`src/rtl/pattern_game_fsm_pkg.sv`:
```
// Pattern memory game: shared definitions.
//   state_t      - FSM state type used by pattern_game_fsm
//   LFSR_SEED    - non-zero reset value of the 22-bit pattern LFSR
//   lfsr22_next  - one step of the x^22 + x^21 + 1 Fibonacci LFSR
package pattern_game_fsm_pkg;

  typedef enum logic [2:0] {
    ST_IDLE,
    ST_LOAD,
    ST_SHOW_ON,
    ST_SHOW_OFF,
    ST_WAIT_IN,
    ST_INCR,
    ST_WIN,
    ST_FAIL
  } state_t;

  localparam logic [21:0] LFSR_SEED = 22'h000001;

  function automatic logic [21:0] lfsr22_next(input logic [21:0] v);
    return {v[20:0], v[21] ^ v[20]};
  endfunction

endpackage

```
`src/rtl/lfsr_22.sv`:
```
// Free-running 22-bit maximal-length LFSR (x^22 + x^21 + 1).
//   clk  - clock, rising edge
//   rst  - synchronous active-high reset, loads LFSR_SEED
//   data - current LFSR state, advances every cycle out of reset
module lfsr_22
  import pattern_game_fsm_pkg::*;
(
  input  logic        clk,
  input  logic        rst,
  output logic [21:0] data
);

  always_ff @(posedge clk) begin
    if (rst) begin
      data <= LFSR_SEED;
    end else begin
      data <= lfsr22_next(data);
    end
  end

endmodule

```
`src/rtl/pattern_game_fsm.sv`:
```
// Pattern memory game ("Simon"): shows a growing LED sequence, then checks
// the player's button releases against it.
//   i_Clk   - clock, rising edge
//   i_Rst   - synchronous active-high reset
//   i_Start - single-cycle start/restart pulse, honoured in any state
//   i_Btn   - debounced buttons, 1 = pressed; a release (1->0) is an event
//   o_LED   - LED drive, 1 = on
//   o_Score - completed rounds
//   o_Win   - high while in WIN
//   o_Fail  - high while in FAIL
// Build option: define PATTERN_GAME_TIMEOUT_EN to fail after TIMEOUT_CLKS
// idle cycles in WAIT_IN; otherwise WAIT_IN waits indefinitely.
module pattern_game_fsm
  import pattern_game_fsm_pkg::*;
#(
  parameter int unsigned CLKS_PER_STEP = 25000000,
  parameter int unsigned NUM_BTN       = 4,
  parameter int unsigned GAME_LIMIT    = 8,
  parameter int unsigned TIMEOUT_CLKS  = 125000000
) (
  input  logic                               i_Clk,
  input  logic                               i_Rst,
  input  logic                               i_Start,
  input  logic [NUM_BTN-1:0]                 i_Btn,
  output logic [NUM_BTN-1:0]                 o_LED,
  output logic [$clog2(GAME_LIMIT+1)-1:0]    o_Score,
  output logic                               o_Win,
  output logic                               o_Fail
);

  localparam int unsigned SEL_W   = $clog2(NUM_BTN);
  localparam int unsigned IDX_W   = $clog2(GAME_LIMIT);
  localparam int unsigned SCORE_W = $clog2(GAME_LIMIT + 1);
  localparam int unsigned CNT_W   = (CLKS_PER_STEP > 1) ? $clog2(CLKS_PER_STEP) : 1;

  localparam logic [CNT_W-1:0]   STEP_LAST = CNT_W'(CLKS_PER_STEP - 1);
  localparam logic [IDX_W-1:0]   IDX_LAST  = IDX_W'(GAME_LIMIT - 1);
  localparam logic [SCORE_W-1:0] SCORE_WIN = SCORE_W'(GAME_LIMIT);

  state_t             state;
  logic [IDX_W-1:0]   idx;
  logic [IDX_W-1:0]   idx_nxt;
  logic [CNT_W-1:0]   cnt;
  logic [SCORE_W-1:0] score;
  logic [SCORE_W-1:0] score_nxt;
  logic [NUM_BTN-1:0] led;
  logic               win;
  logic               fail;
  logic [NUM_BTN-1:0] btn_q;
  logic [NUM_BTN-1:0] released;
  logic               evt;
  logic               evt_found;
  logic [SEL_W-1:0]   evt_btn;
  logic [21:0]        lfsr_data;
  logic               unused_lfsr_hi;
  logic [SEL_W-1:0]   pattern [GAME_LIMIT];

  function automatic logic [NUM_BTN-1:0] onehot(input logic [SEL_W-1:0] sel);
    return {{(NUM_BTN-1){1'b0}}, 1'b1} << sel;
  endfunction

  lfsr_22 u_lfsr (
    .clk  (i_Clk),
    .rst  (i_Rst),
    .data (lfsr_data)
  );

  assign unused_lfsr_hi = ^lfsr_data[21:SEL_W];

  assign idx_nxt   = idx + 1'b1;
  assign score_nxt = score + 1'b1;
  assign released  = btn_q & ~i_Btn;
  assign evt       = |released;

  // Lowest-index release wins; the rest of a simultaneous release is dropped.
  always_comb begin
    evt_btn   = '0;
    evt_found = 1'b0;
    for (int unsigned i = 0; i < NUM_BTN; i++) begin
      if (released[i] && !evt_found) begin
        evt_btn   = SEL_W'(i);
        evt_found = 1'b1;
      end
    end
  end

  // Pattern storage carries no reset; it is always rewritten during LOAD.
  always_ff @(posedge i_Clk) begin
    if (state == ST_LOAD) begin
      pattern[idx] <= lfsr_data[SEL_W-1:0];
    end
  end

`ifdef PATTERN_GAME_TIMEOUT_EN
  localparam int unsigned        TO_W    = (TIMEOUT_CLKS > 1) ? $clog2(TIMEOUT_CLKS) : 1;
  localparam logic [TO_W-1:0]    TO_LAST = TO_W'(TIMEOUT_CLKS - 1);

  logic [TO_W-1:0] to_cnt;
  logic            timed_out;

  // Counts consecutive idle WAIT_IN cycles; zero on entry and after each event.
  always_ff @(posedge i_Clk) begin
    if (i_Rst || i_Start || state != ST_WAIT_IN || evt) begin
      to_cnt <= '0;
    end else begin
      to_cnt <= to_cnt + 1'b1;
    end
  end

  assign timed_out = (to_cnt == TO_LAST);
`else
  localparam int unsigned UNUSED_TIMEOUT_CLKS = TIMEOUT_CLKS;
`endif

  // LED is registered, so every transition loads the value the next state
  // must show on its first cycle.
  always_ff @(posedge i_Clk) begin
    btn_q <= i_Btn;
    if (i_Rst) begin
      state <= ST_IDLE;
      idx   <= '0;
      cnt   <= '0;
      score <= '0;
      led   <= '0;
      win   <= 1'b0;
      fail  <= 1'b0;
      btn_q <= '0;
    end else if (i_Start) begin
      state <= ST_LOAD;
      idx   <= '0;
      cnt   <= '0;
      score <= '0;
      led   <= '0;
      win   <= 1'b0;
      fail  <= 1'b0;
    end else begin
      case (state)
        ST_IDLE: begin
          led <= '0;
        end
        ST_LOAD: begin
          if (idx == IDX_LAST) begin
            state <= ST_SHOW_ON;
            idx   <= '0;
            cnt   <= '0;
            led   <= onehot(pattern[0]);
          end else begin
            idx <= idx_nxt;
          end
        end
        ST_SHOW_ON: begin
          if (cnt == STEP_LAST) begin
            state <= ST_SHOW_OFF;
            cnt   <= '0;
            led   <= '0;
          end else begin
            cnt <= cnt + 1'b1;
          end
        end
        ST_SHOW_OFF: begin
          if (cnt == STEP_LAST) begin
            cnt <= '0;
            if (SCORE_W'(idx) == score) begin
              state <= ST_WAIT_IN;
              idx   <= '0;
              led   <= i_Btn;
            end else begin
              state <= ST_SHOW_ON;
              idx   <= idx_nxt;
              led   <= onehot(pattern[idx_nxt]);
            end
          end else begin
            cnt <= cnt + 1'b1;
          end
        end
        ST_WAIT_IN: begin
          led <= i_Btn;
          if (evt) begin
            if (evt_btn == pattern[idx]) begin
              if (SCORE_W'(idx) == score) begin
                state <= ST_INCR;
                idx   <= '0;
                cnt   <= '0;
                led   <= '0;
              end else begin
                idx <= idx_nxt;
              end
            end else begin
              state <= ST_FAIL;
              cnt   <= '0;
              fail  <= 1'b1;
              led   <= '1;
            end
          end
`ifdef PATTERN_GAME_TIMEOUT_EN
          else if (timed_out) begin
            state <= ST_FAIL;
            cnt   <= '0;
            fail  <= 1'b1;
            led   <= '1;
          end
`endif
        end
        ST_INCR: begin
          score <= score_nxt;
          cnt   <= '0;
          if (score_nxt == SCORE_WIN) begin
            state <= ST_WIN;
            win   <= 1'b1;
            led   <= '1;
          end else begin
            state <= ST_SHOW_ON;
            led   <= onehot(pattern[0]);
          end
        end
        ST_WIN, ST_FAIL: begin
          if (cnt == STEP_LAST) begin
            cnt <= '0;
            led <= ~led;
          end else begin
            cnt <= cnt + 1'b1;
          end
        end
        default: begin
          state <= ST_IDLE;
        end
      endcase
    end
  end

  assign o_LED   = led;
  assign o_Score = score;
  assign o_Win   = win;
  assign o_Fail  = fail;

endmodule

```
`config.mk`:
```
export PLATFORM = sky130hd
export DESIGN_NAME = pattern_game_fsm
export DESIGN_NICKNAME = d
export VERILOG_FILES = /design/src/rtl/pattern_game_fsm_pkg.sv /design/src/rtl/lfsr_22.sv /design/src/rtl/pattern_game_fsm.sv
export SDC_FILE = /design/constraint.sdc
export NUM_CORES = 1
export LEC_CHECK = 0
export CAP_MARGIN = 20
export CORE_AREA = 2 2 90 92
export CTS_CLUSTER_SIZE = 40
export DETAILED_ROUTE_END_ITERATION = 6
export DIE_AREA = 0 0 92 94
export PLACE_DENSITY = 0.72
export SLEW_MARGIN = 15
export SYNTH_ARGS = -nofsm -noshare
export SYNTH_HDL_FRONTEND = slang
export SYNTH_HIERARCHICAL = 1
export SYNTH_SLANG_ARGS = --single-unit
```
`constraint.sdc`:
```
create_clock -name i_Clk -period 3.2 [get_ports i_Clk]
set_input_delay 0.64 -clock i_Clk [delete_from_list [all_inputs] [get_ports i_Clk]]
set_output_delay 0.64 -clock i_Clk [all_outputs]
set_load 0.05 [all_outputs]
```
# == Word-level counts from Yosys, hierarchy flattened ==
# Memories as Yosys holds them, arrays and structs flattened. A register that Yosys moved wholly into a read port is not among the register bits.
# Index checks and enable logic that the tools add are counted.
# op_classes
reduce_logical,22
bitwise_logic,5
n_eq_ne,24
shifts,2
muxes,42
order_cmp,0
n_div,0
multipliers,0
addsub,3
# op_table
cell,n
2-to-1 mux 25 bit,5
one-hot mux 25 bit (4 select lines),1
2-to-1 mux 3 bit,15
2-to-1 mux 4 bit,9
one-hot mux 4 bit (7 select lines),1
adder 25 x 1 -> 25 bit (second input constant),1
== test 25 bit (second input constant),1
== test 3 bit (second input constant),5
one-hot mux 3 bit (5 select lines),1
inequality test 3 bit (second input constant),4
AND reduction 4 bit,3
AND reduction 6 bit,2
inequality test 2 bit (second input constant),5
one-hot mux 3 bit (3 select lines),1
inverter 4 bit,2
OR reduction 4 bit,2
left shift 1 x 2 -> 4 bit (first input constant),2
2-to-1 mux 1 bit,7
== test 3 x 2 -> 1 bit (second input constant),2
nonzero test 6 bit,1
nonzero test 5 bit,1
adder 4 x 1 -> 4 bit (second input constant),1
bitwise AND 4 bit,1
== test 3 x 4 -> 1 bit,1
other kinds (18),24
# totals
memories,1
romBits,0
ramBits,16
latchBits,0
ff_bits,67
input_bits,7
# mem_list
memory,depth,word_bits,rd,rd_ports_with_merged_regs,wr,line,source
pattern,8,2,3,1,1,pattern_game_fsm.sv:56,logic [SEL_W-1:0] pattern [GAME_LIMIT];

# == Longest topological paths before layout ==
# logic_depth
word_depth,18
mapped_depth,9
mapped_depth_nobuf,7

# == Hierarchy ==
# Netlist, hierarchy kept.
# by_module_without_submodules
module,cells_per_inst,seq_area_each_um2,n_inst,area_per_inst_um2
pattern_game_fsm,376,1441.4,1,3553.4
lfsr_22,47,440.4,1,599.3

# == Worst setup path before layout ==
# OpenSTA, ideal clock, no wires.
# synth_timing
path_kind,register to register
from,"register score[1], in the netlist o_Score[1]"
to,"register led[1], in the netlist o_LED[1]"
path_stages_with_launch,8
slack_ps,675
period_less_slack_ps,2525
required_ps,3078
arrival_time_ps,2403
path_cell_list,dfxtp_1 > xor2_1 > or4_1 > clkbuf_1 > o21ai_0 > o21ai_0 > a221o_1 > a221o_1
# synth_via
elab_chain_len,5
word_cells_on_any_way,10
# synth_lines
element,line,source
from (decl),pattern_game_fsm.sv:44,logic [SCORE_W-1:0] score;
from (signal assigned),pattern_game_fsm.sv:205,score <= score_nxt;
branches (longest 4 deep; another with adder 4 x 1 -> 4 bit),n/a,
one-hot mux 4 bit (7 select lines) *,pattern_game_fsm.sv:137,case (state)
to (signal assigned),pattern_game_fsm.sv:146,led <= onehot(pattern[0]);
to (signal assigned),pattern_game_fsm.sv:170,led <= onehot(pattern[idx_nxt]);
to (signal assigned),pattern_game_fsm.sv:177,led <= i_Btn;
to (decl),pattern_game_fsm.sv:46,logic [NUM_BTN-1:0] led;
# Mark *: on every way between the ends. The select of a mux whose other input is x is not followed.
# A chain may end at the register's enable or synchronous reset.

# == Worst setup path in the final report ==
# layout_timing
from,register idx[0]
to,"register led[2], in the netlist o_LED[2]"
# layout_via
elab_chain_len,6
word_cells_on_any_way,13
# layout_lines
element,line,source
from (decl),pattern_game_fsm.sv:41,logic [IDX_W-1:0] idx;
from (signal assigned),pattern_game_fsm.sv:148,idx <= idx_nxt;
from (signal assigned),pattern_game_fsm.sv:169,idx <= idx_nxt;
from (signal assigned),pattern_game_fsm.sv:186,idx <= idx_nxt;
adder 3 x 1 -> 3 bit,pattern_game_fsm.sv:70,assign idx_nxt = idx + 1'b1;
memory (8 x 2 bit),n/a,
left shift 1 x 2 -> 4 bit,pattern_game_fsm.sv:59,"return {{(NUM_BTN-1){1'b0}}, 1'b1} << sel;"
2-to-1 mux 4 bit,pattern_game_fsm.sv:163,if (SCORE_W'(idx) == score) begin
2-to-1 mux 4 bit,pattern_game_fsm.sv:161,if (cnt == STEP_LAST) begin
one-hot mux 4 bit (7 select lines),pattern_game_fsm.sv:137,
to (signal assigned),pattern_game_fsm.sv:146,
to (signal assigned),pattern_game_fsm.sv:166,led <= i_Btn;
to (signal assigned),pattern_game_fsm.sv:170,
# Parallel ways exist; a longest one is shown, timed or not. The select of a mux whose other input is x is not followed.

==> metrics <==
total leakage power=1.53 nW; CP startpoint kind=flop; mux cell area share after synthesis=6.63%; final setup vio count=0; Final ANT Viol Nets=0; cell taking the most area after synthesis=dfxtp_1; port buffer count=16; Hold Path Depth=1; CP max FO=8; CTS tree=done; Tightest Hold Check Type=reg -> reg; first-pass GRT wire length=15.5 mm; total clock sinks=86; final hold viol count=0; number of CTS-inserted buffers=9; all-layer global routing usage=22.7%; commonest cells in the synthesized netlist=dfxtp_1 (70), nand2_1 (34), nor2_1 (34); Syn Nets=437; Synth warnings=6; Post-Syn Instances=423; Post-Syn Area per Cell=9.82 um2; routability congestion estimate from global placement=0.857; Yosys cell types=59; number of diodes=0; layout cell share with drive strength beyond 1=11.0%; CTS Hold Buffers Added=0; mapped cell area=4150 um2; final period utilization=82.4%; Primary FF master, synth=dfxtp_1; RSZ-0062 raised after global routing=no; detailed-route DRC error count=0; CP required=3.46 ns; initial drt markers=226; Layout fillers=653; vias per cell=6.13; most frequent cell after synthesis=dfxtp_1; area grow syn2layout=11.5%; ranking of synthesized cells by area=dfxtp_1 (34%), edfxtp_1 (12%), nor2b_1 (4.5%); Worst-path clk slew=0.09 ns; Synth Area in XOR/XNOR=1.90%; grt peak-use layer=met2; Max Clock Freq=0.379 GHz; # Post-CTS Setup Buffers=0; largest net degree at the start of global routing=27; Clock Latency Late Sink=0.36 ns; Final Cell Area=4630 um2; total grt overflow=0; # Max-Cap Violations=0; CP Capture Type=flop; CTS resizes=0; status=complete, no violations; met1 Use GR=28.3%; global routing usage on met2=38.9%; clock skew=0.0117 ns; initial core utilization=54.6%; ys async rst share=0%; Compound-Gate Fraction of Synth Area=18.6%; number of global-route vias before repair=3,196; M3 GR Usage=4.90%; DP Wirelength=6.49 mm; adder-cell share of the synthesized area=2.11%; die extent in y=94 um; largest family of logic cells by synthesized area=simple AND/OR/NAND/NOR gates; CP arrival=2.90 ns; crit path kind=reg -> reg; register area share after synthesis=45.3%; Cell Pwr Density=462 nW/um2; Post-synth EDFFs=16; peak supply drop=0.000282 V; Vias=3,347; clock buffer depth=2; max_slew headroom=61.9%; setup TNS=0 ns; #FFs+latches synth=86; IO Count=17; area share of and/or/nand/nor cells after synthesis=22.4%; num rows=32; die area=8650 um2; Layout Nets=453; fin. max-slew vios=0; R2R depth=6; CTS root buffer=clkbuf_8; die width=92 um; H-tree depth=3; Worst Tran Pin Value=0.567 ns; TritonRoute pass-1 iters=5; Core Region=7610 um2; wirelength, routed=9.45 mm; initial antenna violation count=0; placed inst area=4410 um2; Period minus WS final=2.64 ns; Routed WL per cell=17.3 um; Synth top area share=33.7%
## worst paths after layout
path                       start             end  slack [ns]
hold reg to reg   u_lfsr/data[7]  u_lfsr/data[8]        0.45
setup reg to reg          idx[0]        o_LED[2]        0.56
setup / recovery          idx[0]        o_LED[2]        0.56
hold / removal    u_lfsr/data[7]  u_lfsr/data[8]        0.45
## through the flow
stage / setup slack, ns / utilization (%) / power, W / instances / hold WS, ns
after floorplan: 0.675 / - / 0.00126 / 423 / 0.414
after global placement: 0.529 / 58.0 / 0.00130 / 530 / 0.421
after detailed placement: 0.447 / 58.0 / 0.00131 / 530 / 0.430
after CTS: 0.551 / 60.9 / 0.00215 / 546 / 0.452
after global routing: 0.435 / 60.9 / 0.00221 / 546 / 0.462
final: 0.565 / 60.9 / 0.00214 / 546 / 0.450
## registers in the layout, summed over array words and instances, names as in the netlist, named ones only
register,count
o_Fail,1
btn_q,4
idx,3
u_lfsr/data,22
o_Win,1
o_Score,4
pattern,16
state,3
cnt,25
o_LED,4
## cells in the final DEF (no fill, tap or decap), types with 4 or more instances in the layout
cell type and n:
o31ai_1 4, nor2_1 34, a311oi_2 7, inv_1 8, nand2b_1 9, a221o_1 7
and3_1 4, a211oi_1 4, buf_4 9, mux2i_1 14, clkbuf_8 9, edfxtp_1 16
nor3_1 12, clkdlybuf4s50_1 16, nand2_1 34, nor2b_1 30, dfxtp_1 70, nand4_1 6
xor2_1 7, ha_1 7, a21oi_1 16, a31oi_1 13, nand3_1 18, mux4_2 6
o32ai_1 4, o21ai_0 23
## routing by layer
metal	vias to the layer above	share of wire, %
li1	1612	-
met1	1640	46
met2	83	48
met3	12	4.3
met4	0	1.6
met5	-	0
## area by class of cell
class	instances	area, um2	share of cell area [%]
timing repair buffer	25	228	4.92
sequential	86	1880	40.6
clock buffer	9	124	2.68
inverter	8	30.0	0.649
multi-input combinational	309	2140	46.3
clock inverter	7	96.3	2.08
tap	102	128	2.76
## critical path, cell delays in order (launching register included)
cell and delay (ns):
dfxtp_1 0.41, ha_1 0.49, mux4_2 0.54, mux2i_1 0.33
nor2_1 0.09, a221o_1 0.35, a221o_1 0.31
## cells by family after synthesis
family / count (synthesis)
xor gates and xnor gates: 9
AOI/OAI and AO/OA: 102
DFF: 86
adders and majority gates: 7
muxes: 20
buffers and inverters: 28
and+or+nand+nor: 171
## power by group
group	total (W)	internal (W)	switching, W	leakage (nW)
clock network	0.000857	0.000441	0.000416	0.103
registers	0.00113	0.00111	0.0000169	0.712
logic	0.000153	0.0000585	0.0000950	0.710
total	0.00214	0.00161	0.000528	1.53
No activity file was read; power rests on OpenSTA's default activity.
==> patch (config.mk and constraints unchanged) <==
Set the parameter `NUM_BTN` to 2 (it was 4).
--- a/src/rtl/pattern_game_fsm.sv
+++ b/src/rtl/pattern_game_fsm.sv
@@ -14,7 +14,7 @@
   import pattern_game_fsm_pkg::*;
 #(
   parameter int unsigned CLKS_PER_STEP = 25000000,
-  parameter int unsigned NUM_BTN       = 4,
+  parameter int unsigned NUM_BTN       = 2,
   parameter int unsigned GAME_LIMIT    = 8,
   parameter int unsigned TIMEOUT_CLKS  = 125000000
 ) (
Interface: changed (resized i_Btn and o_LED); port bits go from 17 to 13. No check against the original RTL was run, so the function may have changed too.
==> patch against the original RTL <==
- area after synthesis shrank 15%
- sequential cell count shrank 12
- setup slack got worse by 0.029 ns
- routed wire length decreased by 20%
- cell area decreased by 14%
- global-route usage shrank 3.5 points
- power decreased by 13%
- fmax decreased by 1.1%
==> patch: results (changes against the original RTL) <==
DR vias=2,943 (was 3,347); Placer Congestion=0.8873 (was 0.8573); maximum VDD drop=0.3434 mV (was 0.2825 mV); Nets=413 (was 453); number of global-route vias before repair=2,725 (was 3,196); PwrDens=469.5 mW/mm² (was 462.2 mW/mm²); first-pass GRT wire length=13,120 µm (was 15,460 µm); share of layout cells above drive strength 1=8.621% (was 11.04%); wire length per cell=14.97 µm (was 17.31 µm); Post-synth EDFFs=8 (was 16); synth cell count leaders=dfxtp_1 (66), nor2_1 (39), nor2b_1 (31), nand2_1 (25), a21oi_1 (24) (was dfxtp_1 (70), nand2_1 (34), nor2_1 (34), nor2b_1 (30), o21ai_0 (23)); dpl hpwl=5320 µm (was 6487 µm); port bufs=12 (was 16); Starting DRT DRC Count=215 (was 226); status=complete, no violations (unchanged); Post-Syn Nets=399 (was 437); largest registers=cnt x25, u_lfsr/data x22, pattern x8 (was cnt x25, u_lfsr/data x22, pattern x16); Cells after DPL=492 (was 530); dpl ws=0.2121 ns (was 0.4474 ns); Fin Hold WS=0.4415 ns (was 0.4502 ns); synthesized area per cell=9.150 µm² (was 9.817 µm²); Final period util=83.26% (was 82.35%); CP max FO=14 (was 8); Synth cell types=58 (was 59); DP Area=0.003755 mm² (was 0.004409 mm²)
patch: cell types whose count changed after synthesis, moves of 5 or more:
cell and delta:
mux2i_1 -12, a31oi_1 -9, nand2_1 -9, a21oi_1 +8, edfxtp_1 -8, a221o_1 -7
a311oi_2 -7, nor2_1 +5, o211ai_1 +5, xnor2_1 +5
patch: final timing paths:
| kind | endpoint | from |
|---|---|---|
| setup / recovery | cnt[8]$_SDFFE_PP0P_ | i_Btn[0] |
| hold / removal | u_lfsr/data[14]$_SDFF_PP0_ | u_lfsr/data[13]$_SDFF_PP0_ |
| setup reg to reg | cnt[12]$_SDFFE_PP0P_ | idx[1]$_SDFFE_PP0P_ |
| hold reg to reg | u_lfsr/data[14]$_SDFF_PP0_ | u_lfsr/data[13]$_SDFF_PP0_ |
patch: kinds of logic after synthesis:
kind of cell / synth area share (%)
simple gates: 27.99
compound gates: 15.55
flops: 44.10
buf+inv: 2.862
xor+xnor: 3.710
fa+ha+maj: 2.473
mux: 3.321
patch: metal layers:
metal | part of all wire (%) | vias up | wire [µm] | track usage [%]
met3 | 4.9 | 16 | 375 | 4.575
met2 | 46 | 86 | 3521 | 31.37
li1 | - | 1452 | - | -
met1 | 47 | 1389 | 3579 | 25.04
met4 | 1.7 | 0 | 127 | 6.468
met5 | 0 | - | 0 | 0
patch: power breakdown:
group,switching [mW],total [mW],internal [mW]
registers,0.00994,0.954,0.944
logic,0.0696,0.110,0.0402
clock network,0.358,0.802,0.443
total,0.438,1.87,1.43
patch: critical path: stages:
cell             delay (ns)
clkdlybuf4s50_1        0.45
nor2b_1                0.27
nor2b_1                0.10
xnor2_1                0.48
o21ai_2                0.30
or4_1                  0.57
a21oi_1                0.15
patch: area by class of cell:
cell class              instances  area share [%]
clock buffers                  10           3.213
flip-flops and latches         74           39.31
repair buffers                 19           4.346
multi-input cells             293           47.28
inverters                       4          0.3780
well taps                     102           3.213
clock inverters                 6           2.268
